<file path="config.mk">
export PLATFORM = sky130hd
export DESIGN_NAME = preidct_block_writer
export DESIGN_NICKNAME = d
export VERILOG_FILES = /design/src/rtl/m2_pkg.sv /design/src/rtl/preidct_pingpong_buf.sv /design/src/rtl/preidct_block_writer.sv
export SDC_FILE = /design/constraint.sdc
export NUM_CORES = 2
export LEC_CHECK = 0
export CAP_MARGIN = 20
export CORE_ASPECT_RATIO = 1.1
export CORE_MARGIN = 8
export CORE_UTILIZATION = 40
export CTS_BUF_LIST = sky130_fd_sc_hd__clkbuf_4 sky130_fd_sc_hd__clkbuf_8
export DETAILED_ROUTE_END_ITERATION = 7
export PLACE_DENSITY_LB_ADDON = 0.1
export SYNTH_ARGS = -nofsm -noshare
export SYNTH_HDL_FRONTEND = slang
export SYNTH_SLANG_ARGS = --single-unit
</file>
<file path="constraint.sdc">
create_clock -name Clock -period 18.94 [get_ports Clock]
set_input_delay 5.682 -clock Clock [delete_from_list [all_inputs] [get_ports Clock]]
set_output_delay 5.682 -clock Clock [all_outputs]
set_load 0.1 [all_outputs]
</file>
<file path="src/rtl/m2_pkg.sv">
// rtl/m2_pkg.sv - shared writer state type, default geometry, zigzag LUT and Q-matrix shift helpers
package m2_pkg;

    typedef enum logic [1:0] {
        S_PW_IDLE,
        S_PW_WAIT,
        S_PW_WRITE,
        S_PW_DONE
    } preidct_writer_state_type;

    localparam logic [17:0] PREIDCT_BASE_DEF = 18'd76800;
    localparam int          Y_WIDTH_DEF      = 320;
    localparam int          IMG_HEIGHT_DEF   = 240;

    localparam logic [5:0] ZZ_TAB [64] = '{
         0,  1,  8, 16,  9,  2,  3, 10, 17, 24, 32, 25, 18, 11,  4,  5,
        12, 19, 26, 33, 40, 48, 41, 34, 27, 20, 13,  6,  7, 14, 21, 28,
        35, 42, 49, 56, 57, 50, 43, 36, 29, 22, 15, 23, 30, 37, 44, 51,
        58, 59, 52, 45, 38, 31, 39, 46, 53, 60, 61, 54, 47, 55, 62, 63
    };

    function automatic logic [5:0] zz2nat(input logic [5:0] zz);
        return ZZ_TAB[zz];
    endfunction

    // rc is natural row + col of the coefficient (0..14)
    function automatic logic [2:0] q_shift(input logic q_sel, input logic [3:0] rc);
        if (rc == 4'd0) return 3'd3;
        if (!q_sel) begin
            if (rc == 4'd1) return 3'd2;
            if (rc <= 4'd3) return 3'd3;
            if (rc <= 4'd5) return 3'd4;
            if (rc <= 4'd7) return 3'd5;
            return 3'd6;
        end
        if (rc <= 4'd3) return 3'd1;
        if (rc <= 4'd5) return 3'd2;
        if (rc <= 4'd7) return 3'd3;
        return 3'd4;
    endfunction

endpackage

</file>
<file path="src/rtl/preidct_pingpong_buf.sv">
// rtl/preidct_pingpong_buf.sv - two 64x16 coefficient banks with fill/drain selects and full flags
module preidct_pingpong_buf (
    input  logic        clk_i,
    input  logic        resetn_i,
    input  logic        wr_en_i,
    input  logic [5:0]  wr_idx_i,
    input  logic [15:0] wr_data_i,
    input  logic        fill_done_i,
    input  logic        drain_done_i,
    input  logic [5:0]  rd_idx_i,
    output logic [15:0] rd_data_o,
    output logic        fill_full_o,
    output logic        drain_full_o
);

    logic [15:0] bank_q [2][64];
    logic [1:0]  full_q, full_d;
    logic        fsel_q, dsel_q;

    always_ff @(posedge clk_i) begin
        if (wr_en_i) bank_q[fsel_q][wr_idx_i] <= wr_data_i;
    end

    // fill and drain always target different banks, so both updates can land together
    always_comb begin
        full_d = full_q;
        if (fill_done_i)  full_d[fsel_q] = 1'b1;
        if (drain_done_i) full_d[dsel_q] = 1'b0;
    end

    always_ff @(posedge clk_i) begin
        if (!resetn_i) begin
            full_q <= '0;
            fsel_q <= 1'b0;
            dsel_q <= 1'b0;
        end else begin
            full_q <= full_d;
            if (fill_done_i)  fsel_q <= ~fsel_q;
            if (drain_done_i) dsel_q <= ~dsel_q;
        end
    end

    assign rd_data_o    = bank_q[dsel_q][rd_idx_i];
    assign fill_full_o  = full_q[fsel_q];
    assign drain_full_o = full_q[dsel_q];

endmodule

</file>
<file path="src/rtl/preidct_block_writer.sv">
// rtl/preidct_block_writer.sv - dequantizes zigzag coefficients, de-zigzags into a ping-pong buffer
// and writes each 8x8 block to SRAM in block-raster order over the Y, U and V planes
module preidct_block_writer
    import m2_pkg::*;
#(
    parameter logic [17:0] PREIDCT_BASE = PREIDCT_BASE_DEF,
    parameter int          Y_WIDTH      = Y_WIDTH_DEF,
    parameter int          IMG_HEIGHT   = IMG_HEIGHT_DEF
) (
    input  logic        Clock,
    input  logic        Resetn,
    input  logic        Enable,
    input  logic        q_sel,
    input  logic        coeff_valid,
    input  logic [15:0] coeff_data,
    output logic        coeff_ready,
    output logic [17:0] SRAM_address,
    output logic [15:0] SRAM_write_data,
    output logic        SRAM_we_n,
    output logic        Done
);

    localparam logic [17:0] Y_STRIDE  = 18'(Y_WIDTH);
    localparam logic [17:0] UV_STRIDE = 18'(Y_WIDTH / 2);
    localparam logic [5:0]  Y_COL_LAST  = 6'(Y_WIDTH / 8 - 1);
    localparam logic [5:0]  UV_COL_LAST = 6'(Y_WIDTH / 16 - 1);
    localparam logic [4:0]  BROW_LAST   = 5'(IMG_HEIGHT / 8 - 1);
    localparam logic [17:0] U_BASE = PREIDCT_BASE + 18'(Y_WIDTH * IMG_HEIGHT);
    localparam logic [17:0] V_BASE = U_BASE + 18'((Y_WIDTH / 2) * IMG_HEIGHT);

    preidct_writer_state_type state_q, state_d;
    logic        q_sel_q, q_sel_d;
    logic [5:0]  zz_q, zz_d;
    logic [5:0]  n_q, n_d;
    logic [5:0]  blk_col_q, blk_col_d;
    logic [4:0]  blk_row_q, blk_row_d;
    logic [1:0]  plane_q, plane_d;
    logic [17:0] row_base_q, row_base_d;
    logic [17:0] addr_q, addr_d;
    logic [15:0] data_q, data_d;
    logic        we_n_q, we_n_d;
    logic        done_q, done_d;

    logic        hs, fill_done, drain_done, fill_full, drain_full;
    logic [5:0]  nat;
    logic [3:0]  rc;
    logic signed [23:0] deq_wide;
    logic [15:0] deq_sat, rd_data;
    logic [17:0] stride, elem_addr;
    logic [5:0]  last_col;

    assign coeff_ready = (state_q == S_PW_WAIT || state_q == S_PW_WRITE) && !fill_full;
    assign hs          = coeff_valid && coeff_ready;
    assign fill_done   = hs && (zz_q == 6'd63);

    always_comb begin
        nat      = zz2nat(zz_q);
        rc       = {1'b0, nat[5:3]} + {1'b0, nat[2:0]};
        deq_wide = {{8{coeff_data[15]}}, coeff_data} <<< q_shift(q_sel_q, rc);
        if (deq_wide > 24'sd32767)       deq_sat = 16'h7fff;
        else if (deq_wide < -24'sd32768) deq_sat = 16'h8000;
        else                             deq_sat = deq_wide[15:0];
    end

    always_comb begin
        zz_d = zz_q;
        if (state_q == S_PW_IDLE && Enable) zz_d = '0;
        else if (hs)                        zz_d = zz_q + 6'd1;
    end

    preidct_pingpong_buf u_buf (
        .clk_i        (Clock),
        .resetn_i     (Resetn),
        .wr_en_i      (hs),
        .wr_idx_i     (nat),
        .wr_data_i    (deq_sat),
        .fill_done_i  (fill_done),
        .drain_done_i (drain_done),
        .rd_idx_i     (n_q),
        .rd_data_o    (rd_data),
        .fill_full_o  (fill_full),
        .drain_full_o (drain_full)
    );

    // n_q is 0 while waiting, so element 0 is addressed on the WAIT->WRITE transition
    assign stride    = (plane_q == 2'd0) ? Y_STRIDE : UV_STRIDE;
    assign last_col  = (plane_q == 2'd0) ? Y_COL_LAST : UV_COL_LAST;
    assign elem_addr = row_base_q + {9'd0, blk_col_q, 3'd0}
                     + 18'(n_q[5:3]) * stride + {15'd0, n_q[2:0]};

    always_comb begin
        state_d    = state_q;
        q_sel_d    = q_sel_q;
        n_d        = n_q;
        blk_col_d  = blk_col_q;
        blk_row_d  = blk_row_q;
        plane_d    = plane_q;
        row_base_d = row_base_q;
        addr_d     = addr_q;
        data_d     = data_q;
        we_n_d     = 1'b1;
        done_d     = 1'b0;
        drain_done = 1'b0;
        case (state_q)
            S_PW_IDLE: if (Enable) begin
                state_d    = S_PW_WAIT;
                q_sel_d    = q_sel;
                n_d        = '0;
                blk_col_d  = '0;
                blk_row_d  = '0;
                plane_d    = '0;
                row_base_d = PREIDCT_BASE;
            end
            S_PW_WAIT: if (drain_full) begin
                state_d = S_PW_WRITE;
                we_n_d  = 1'b0;
                addr_d  = elem_addr;
                data_d  = rd_data;
                n_d     = 6'd1;
            end
            S_PW_WRITE: if (n_q != 6'd0) begin
                we_n_d = 1'b0;
                addr_d = elem_addr;
                data_d = rd_data;
                n_d    = n_q + 6'd1;
            end else begin
                drain_done = 1'b1;
                state_d    = S_PW_WAIT;
                if (blk_col_q == last_col) begin
                    blk_col_d  = '0;
                    blk_row_d  = blk_row_q + 5'd1;
                    row_base_d = row_base_q + (stride << 3);
                    if (blk_row_q == BROW_LAST) begin
                        blk_row_d  = '0;
                        plane_d    = plane_q + 2'd1;
                        row_base_d = (plane_q == 2'd0) ? U_BASE : V_BASE;
                        if (plane_q == 2'd2) begin
                            state_d = S_PW_DONE;
                            done_d  = 1'b1;
                        end
                    end
                end else begin
                    blk_col_d = blk_col_q + 6'd1;
                end
            end
            S_PW_DONE: state_d = S_PW_IDLE;
            default:   state_d = S_PW_IDLE;
        endcase
    end

    always_ff @(posedge Clock) begin
        if (!Resetn) begin
            state_q    <= S_PW_IDLE;
            q_sel_q    <= 1'b0;
            zz_q       <= '0;
            n_q        <= '0;
            blk_col_q  <= '0;
            blk_row_q  <= '0;
            plane_q    <= '0;
            row_base_q <= '0;
            addr_q     <= '0;
            data_q     <= '0;
            we_n_q     <= 1'b1;
            done_q     <= 1'b0;
        end else begin
            state_q    <= state_d;
            q_sel_q    <= q_sel_d;
            zz_q       <= zz_d;
            n_q        <= n_d;
            blk_col_q  <= blk_col_d;
            blk_row_q  <= blk_row_d;
            plane_q    <= plane_d;
            row_base_q <= row_base_d;
            addr_q     <= addr_d;
            data_q     <= data_d;
            we_n_q     <= we_n_d;
            done_q     <= done_d;
        end
    end

    assign SRAM_address    = addr_q;
    assign SRAM_write_data = data_q;
    assign SRAM_we_n       = we_n_q;
    assign Done            = done_q;

endmodule
</file>
# Yosys cells after proc, flatten, opt, wreduce, memory -nomap -nowiden
# Memory sizes are Yosys's and may differ from the RTL's. A register that Yosys moved wholly into a read port is not among the register bits.
# Cells that the tools add are included.
# W data, S select, Z words.
# totals
latch_bits	0
mem_bits_rw	2048
mem_count	2
out_inout_bits	37
register_bits	86
rom_bits	384
input_bits	21
wordCells	216
# op_classes
shifts	1
n_div	0
magnitude_cmp	13
multipliers	1
add_sub_neg	10
reduce_logical	25
eq_ne	14
muxes	123
n_bitwise	12
# memory_table
name	words	width	rd	rd_ports_with_merged_regs	wr	line	text
u_buf.bank_q	2	1024	1	1	1	preidct_pingpong_buf.sv:16	logic [15:0] bank_q [2][64];
(name not given)	64	6	1	0	0	m2_pkg.sv:23	return ZZ_TAB[zz];
# op_table
operator	count
$mux W1024	1
$mux W16	8
$mux W18	6
$bmux W16 S6	1
$demux W16 S6	1
$mux W3	27
$pmux W18 S2	2
$mux W6	8
$mux W1	43
$add A18 B12 Y18	2
$pmux W16 S2	1
$gt A24 B16 Y1 const B	1
$lt A24 B16 Y1 const B	1
$mux W2	12
$sshl A24 B3 Y24	1
$ge A7 B7 Y1 const B	3
$not A6 Y7	3
$mux W5	4
$add A18 B3 Y18	1
$add A18 B9 Y18	1
$add A6 B1 Y6 const B	3
$pmux W6 S3	1
$mul A3 B9 Y12	1
$pmux W6 S2	1
40 further kinds	66

# Longest topological paths before layout
# depth
ltp_word	38
depth_mapped	23
depth_no_buf	20

# Hierarchy
# From an unflattened synthesis, not the netlist that was laid out.
# hier_totals
hier_cells	3865
area_unflattened_um2	84587.4
# by_module_without_submodules
mod	instances	area_per_inst_um2	seq_area_each_um2	cells_each
preidct_pingpong_buf	1	78417.7	61599.1	3091
preidct_block_writer	1	6169.7	1481.4	774

# Worst setup path before layout
# No wires, ideal clock.
# synth_path
path_kind	input to register
startpoint	input port coeff_data[11]
endpoint	memory u_buf.bank_q[0][1011] (netlist name) (data pin)
path_buffers	0
arrival_ns	11.977
t_required_ns	17.711
setup_time_ns	1.229
cell_stages	8
setup_slack_ns	5.734
path_cell_list	nor2_1 -> o2111a_1 -> a211o_1 -> a21oi_1 -> nand2_1 -> a221oi_2 -> a31oi_1 -> a211oi_1
# synth_between
elab_chain_len	4
elab_cells_between_ends	5
cone_classes	order compare: 2; shift: 1; mux: 2
# synth_rtl
item	line	text
from (decl)	preidct_block_writer.sv:15	input logic [15:0] coeff_data,
$sshl A24 B3 Y24 *	preidct_block_writer.sv:59	deq_wide = {{8{coeff_data[15]}}, coeff_data} <<< q_shift(q_sel_q, rc);
$lt A24 B16 Y1	preidct_block_writer.sv:61	else if (deq_wide < -24'sd32768) deq_sat = 16'h8000;
$mux W16	preidct_block_writer.sv:61	
$mux W16 *	preidct_block_writer.sv:60	if (deq_wide > 24'sd32767) deq_sat = 16'h7fff;
via deq_sat[3]	preidct_block_writer.sv:48	logic [15:0] deq_sat, rd_data;
to (decl)	preidct_pingpong_buf.sv:16	
# Mark *: on every way through the listed nets, which the timed path passes. The rest lies on a longest branch.

# Worst setup path after layout
# layout_path
startpoint	register state_q[1]
endpoint	output port coeff_ready
# layout_between
elab_chain_len	3
elab_cells_between_ends	4
cone_classes	eq/ne: 2; reduce/logical: 2
# layout_rtl
item	line	text
from (decl)	preidct_block_writer.sv:31	preidct_writer_state_type state_q, state_d;
from (signal assigned)	preidct_block_writer.sv:166	state_q <= state_d;
$eq A2 B1 Y1 or $eq A2 B2 Y1 (tied branches)	preidct_block_writer.sv:52	assign coeff_ready = (state_q == S_PW_WAIT || state_q == S_PW_WRITE) && !fill_full;
$logic_or A1 B1 Y1 *	preidct_block_writer.sv:52	
$logic_and A1 B1 Y1 *	preidct_block_writer.sv:52	
to (decl)	preidct_block_writer.sv:16	output logic coeff_ready,
# Mark *: on every way between the ends. The rest lies on a longest branch, timed or not.

==> metrics.cfg <==
[power]
powerDensity_nw_per_um2 = 122
comb_power_share_pct = 19.1
power_frac_clock_pct = 33.4
net-switching-power_w = 0.00331
p_leak_nw = 29.2
p_sw_share_pct = 28.3
p_seq_share_pct = 47.5
p_int_w = 0.00838
irDropWorstVdd_uv = 78.8

[floorplanning]
die_w_um = 455
die_h_um = 498
start_util_pct = 40.1
die-area_um2 = 227000
core_um2 = 211000
rows = 177
pin_count = 58

[clocking]
cts_tree = built
cts.sinks = 2127
htreeDepth = 5
cts_hold_buf = 0
cts_resized = 0
numCtsBuffers = 357
clk_latency_ns = 1.04
cts-root-buf = clkbuf_8
clockBufferDepth = 4
clkTransAtPathRegs_ns = 0.06
postCtsSetupBuffers = 0

[global_route]
grtUsageTotal_pct = 19.7
busiest_layer = met2
grt_pass1_wl_mm = 319
antenna_found_initial = 21
met1_usage_pct = 28.0
met3_usage_pct = 3.75
grt_pass1_vias = 41925
grt_max_degree = 109
overflow = 0
globalRouteMet2Util_pct = 31.0

[logic_synthesis]
netlist_area_um2 = 84600
synth_ff_type = edfxtp_1
synth_cell_types = 77
synth_mux_area_share_pct = 18.5
synthTopCellsByArea = edfxtp_1 (73%), mux4_2 (18%), dfxtp_1 (1.9%)
synth-edff-count = 2048
synth_area_per_cell_um2 = 21.6
synth_top_cell_by_area = edfxtp_1
synthAdderAreaFrac_pct = 0.970
synth-seq-cells = 2127
async_flop_share_pct = 0
synthSimpleGateAreaFrac_pct = 2.26
synth-seq-area-share_pct = 74.6
ys_warn_count = 0
synth_top_cell_area_share_pct = 72.7
synth_xor_area_share_pct = 0.370
synth_top_family_by_area = multiplexers
synth_compound_area_share_pct = 2.14
postSynthCellCount = 3911

[sta]
worst_pin_slew_ns = 1.12
worst_slew_margin_rel_pct = 25.4
finalCriticalPeriod_ns = 8.98
fin_tns_setup_ns = 0
drv_slew = 0
skew_ns = 0.0861
max_freq_mhz = 111
fin_crit_sh_pct = 47.4
hold_viol_final = 0
setup_viol = 0
rsz0062_at_grt = no

[critical_path]
cpPeakStageDelay_ns = 1.15
crit_type = reg -> out
worst_setup_path_end_kind = primary output
worstPathMaxFanout = 5
path_buf_inv = 2
cp.required_ns = 13.26
path_cells = inv_1, ha_1, and2_1, clkdlybuf4s50_1
crit_path_top_delay_cell = clkdlybuf4s50_1
cp-start-kind = flip-flop
cp_top_family = buffers and inverters
arrival_ns = 3.30

[detailed_routing]
ant_nets = 0
drt-pass1-iter-count = 5
vias = 40761
detail_route.wl_per_cell_um = 31.0
drc = 0
first_iter_violations = 3567
via_per_inst = 5.59
totalWireLength_mm = 226

[outcome]
status = complete, no violations

[layout]
fin_util_pct = 45.6
fillers = 17832
area_delta_synth_final_pct = 13.6
nets = 4347
drive_above_1_share_pct = 33.4

[placed_design]
place.gp.congestion = 0.775
place.port_buffers = 57
hpwl_mm = 136

[min_path]
min_path_type = reg -> reg

[flow_run]
maxCapViolCount = 0

-- through the flow --
stage / power, W / worst slack (ns) / cells / cell area, um^2 / hold WS [ns]
after floorplan: 0.00710 / 5.73 / 3913 / 84600 / 0.461
after global placement: 0.00792 / 9.03 / 6669 / 89300 / 0.437
after detailed placement: 0.00793 / 9.01 / 6671 / 89300 / 0.448
after CTS: 0.0119 / 9.77 / 7284 / 96000 / 0.456
after global routing: 0.0121 / 9.78 / 7294 / 96100 / 0.475
final: 0.0117 / 9.96 / 7298 / 96100 / 0.452
-- cells in the final DEF (no fill, tap or decap), types with 6 or more instances in the layout --
cell / count
mux4_2: 658
o21ai_0: 39
a21oi_1: 69
mux2i_1: 71
clkinv_1: 70
nand3_1: 21
edfxtp_1: 2048
nand2b_1: 10
xor2_1: 16
nand4_1: 9
a21o_1: 10
diode_2: 6
nor3_1: 16
nor2b_1: 26
xnor2_1: 16
dfxtp_1: 72
nand2_1: 109
ha_1: 56
clkbuf_4: 143
buf_12: 6
inv_1: 35
fa_1: 6
clkinv_2: 24
nor2_2: 95
clkdlybuf4s50_1: 56
and2_1: 7
clkbuf_8: 369
nor2_1: 118
buf_4: 142
a211oi_4: 12
a211oi_1: 46
-- layout make-up --
class	count	area [um^2]	area share (%)
Clock inverter	101	531	0.552
Clock buffer	512	6150	6.40
Antenna cell	6	15.0	0.0156
Inverter	38	145	0.151
Multi-Input combinational cell	1530	20900	21.7
Sequential cell	2127	63100	65.7
Timing Repair Buffer	210	1830	1.90
Tap cell	2774	3470	3.61
-- final timing paths --
| check | slack, ns | depth (start not counted) | start | to |
|---|---|---|---|---|
| setup / recovery | 9.96 | 4 | state_q[1]$_SDFFE_PN0P_ | coeff_ready |
| hold reg to reg | 0.45 | 2 | SRAM_address[12]$_SDFFE_PN0P_ | SRAM_address[12]$_SDFFE_PN0P_ |
| setup reg to reg | 10.45 | 22 | zz_q[0]$_SDFFE_PP0P_ | u_buf.bank_q[0][444]$_DFFE_PP_ |
| hold / removal | 0.45 | 2 | SRAM_address[12]$_SDFFE_PN0P_ | SRAM_address[12]$_SDFFE_PN0P_ |
-- synth_stat cells, drive strengths merged, types with 5 or more instances --
cell and count:
edfxtp 2048, mux4 658, nor2 213, clkbuf 124, nand2 114, buf 94
dfxtp 79, a21oi 72, mux2i 72, a211oi 62, ha 56, o21ai 48
inv 37, nor2b 26, nand3 21, xor2 18, nor3 16, xnor2 16
a21o 10, nand2b 10, nand4 9, a31oi 7, and2 7, o22ai 7
fa 6, mux2 6, o21a 6, nor3b 5, o32ai 5, or3 5
-- registers in the layout, summed over array words and instances (netlist names), named ones only --
signal,count
Done,1
SRAM_address,18
SRAM_we_n,1
SRAM_write_data,16
blk_col_q,6
blk_row_q,5
n_q,6
plane_q,2
q_sel_q,1
row_base_q,10
state_q,2
u_buf.bank_q,2048
u_buf.dsel_q,1
u_buf.fsel_q,1
u_buf.full_q,2
zz_q,6
-- power groups by stage --
stage / clock network, W / logic [W] / registers, W
final: 0.00391 / 0.00223 / 0.00555
after global routing: 0.00421 / 0.00237 / 0.00556
after CTS: 0.00403 / 0.00228 / 0.00555
after detailed placement: 0 / 0.00228 / 0.00565
after global placement: 0 / 0.00227 / 0.00565
after floorplan: 0 / 0.00122 / 0.00587
-- layer usage --
metal  part of all wire [%]  vias to the layer above
met5                      0                        -
met1                     44                    22128
met4                    2.8                        0
li1                       -                    17134
met2                     48                     1190
met3                    5.4                      309
-- logic make-up (layout without fill, tap and decap cells) --
kind of cell    Yosys count  in the layout
other cells               2             10
compound gates          254            254
buf+inv                 256            861
xor+xnor                 34             34
fa+ha+maj                62             62
flops                  2127           2127
simple gates            440            440
mux                     736            736
-- tightest hold or removal path, delay by kind of cell (launching register included) --
family,cells,cell delay [ns]
compound gates,1,0.05
simple gates,1,0.05
flops,1,0.31
Power figures use the tool's default switching activity.
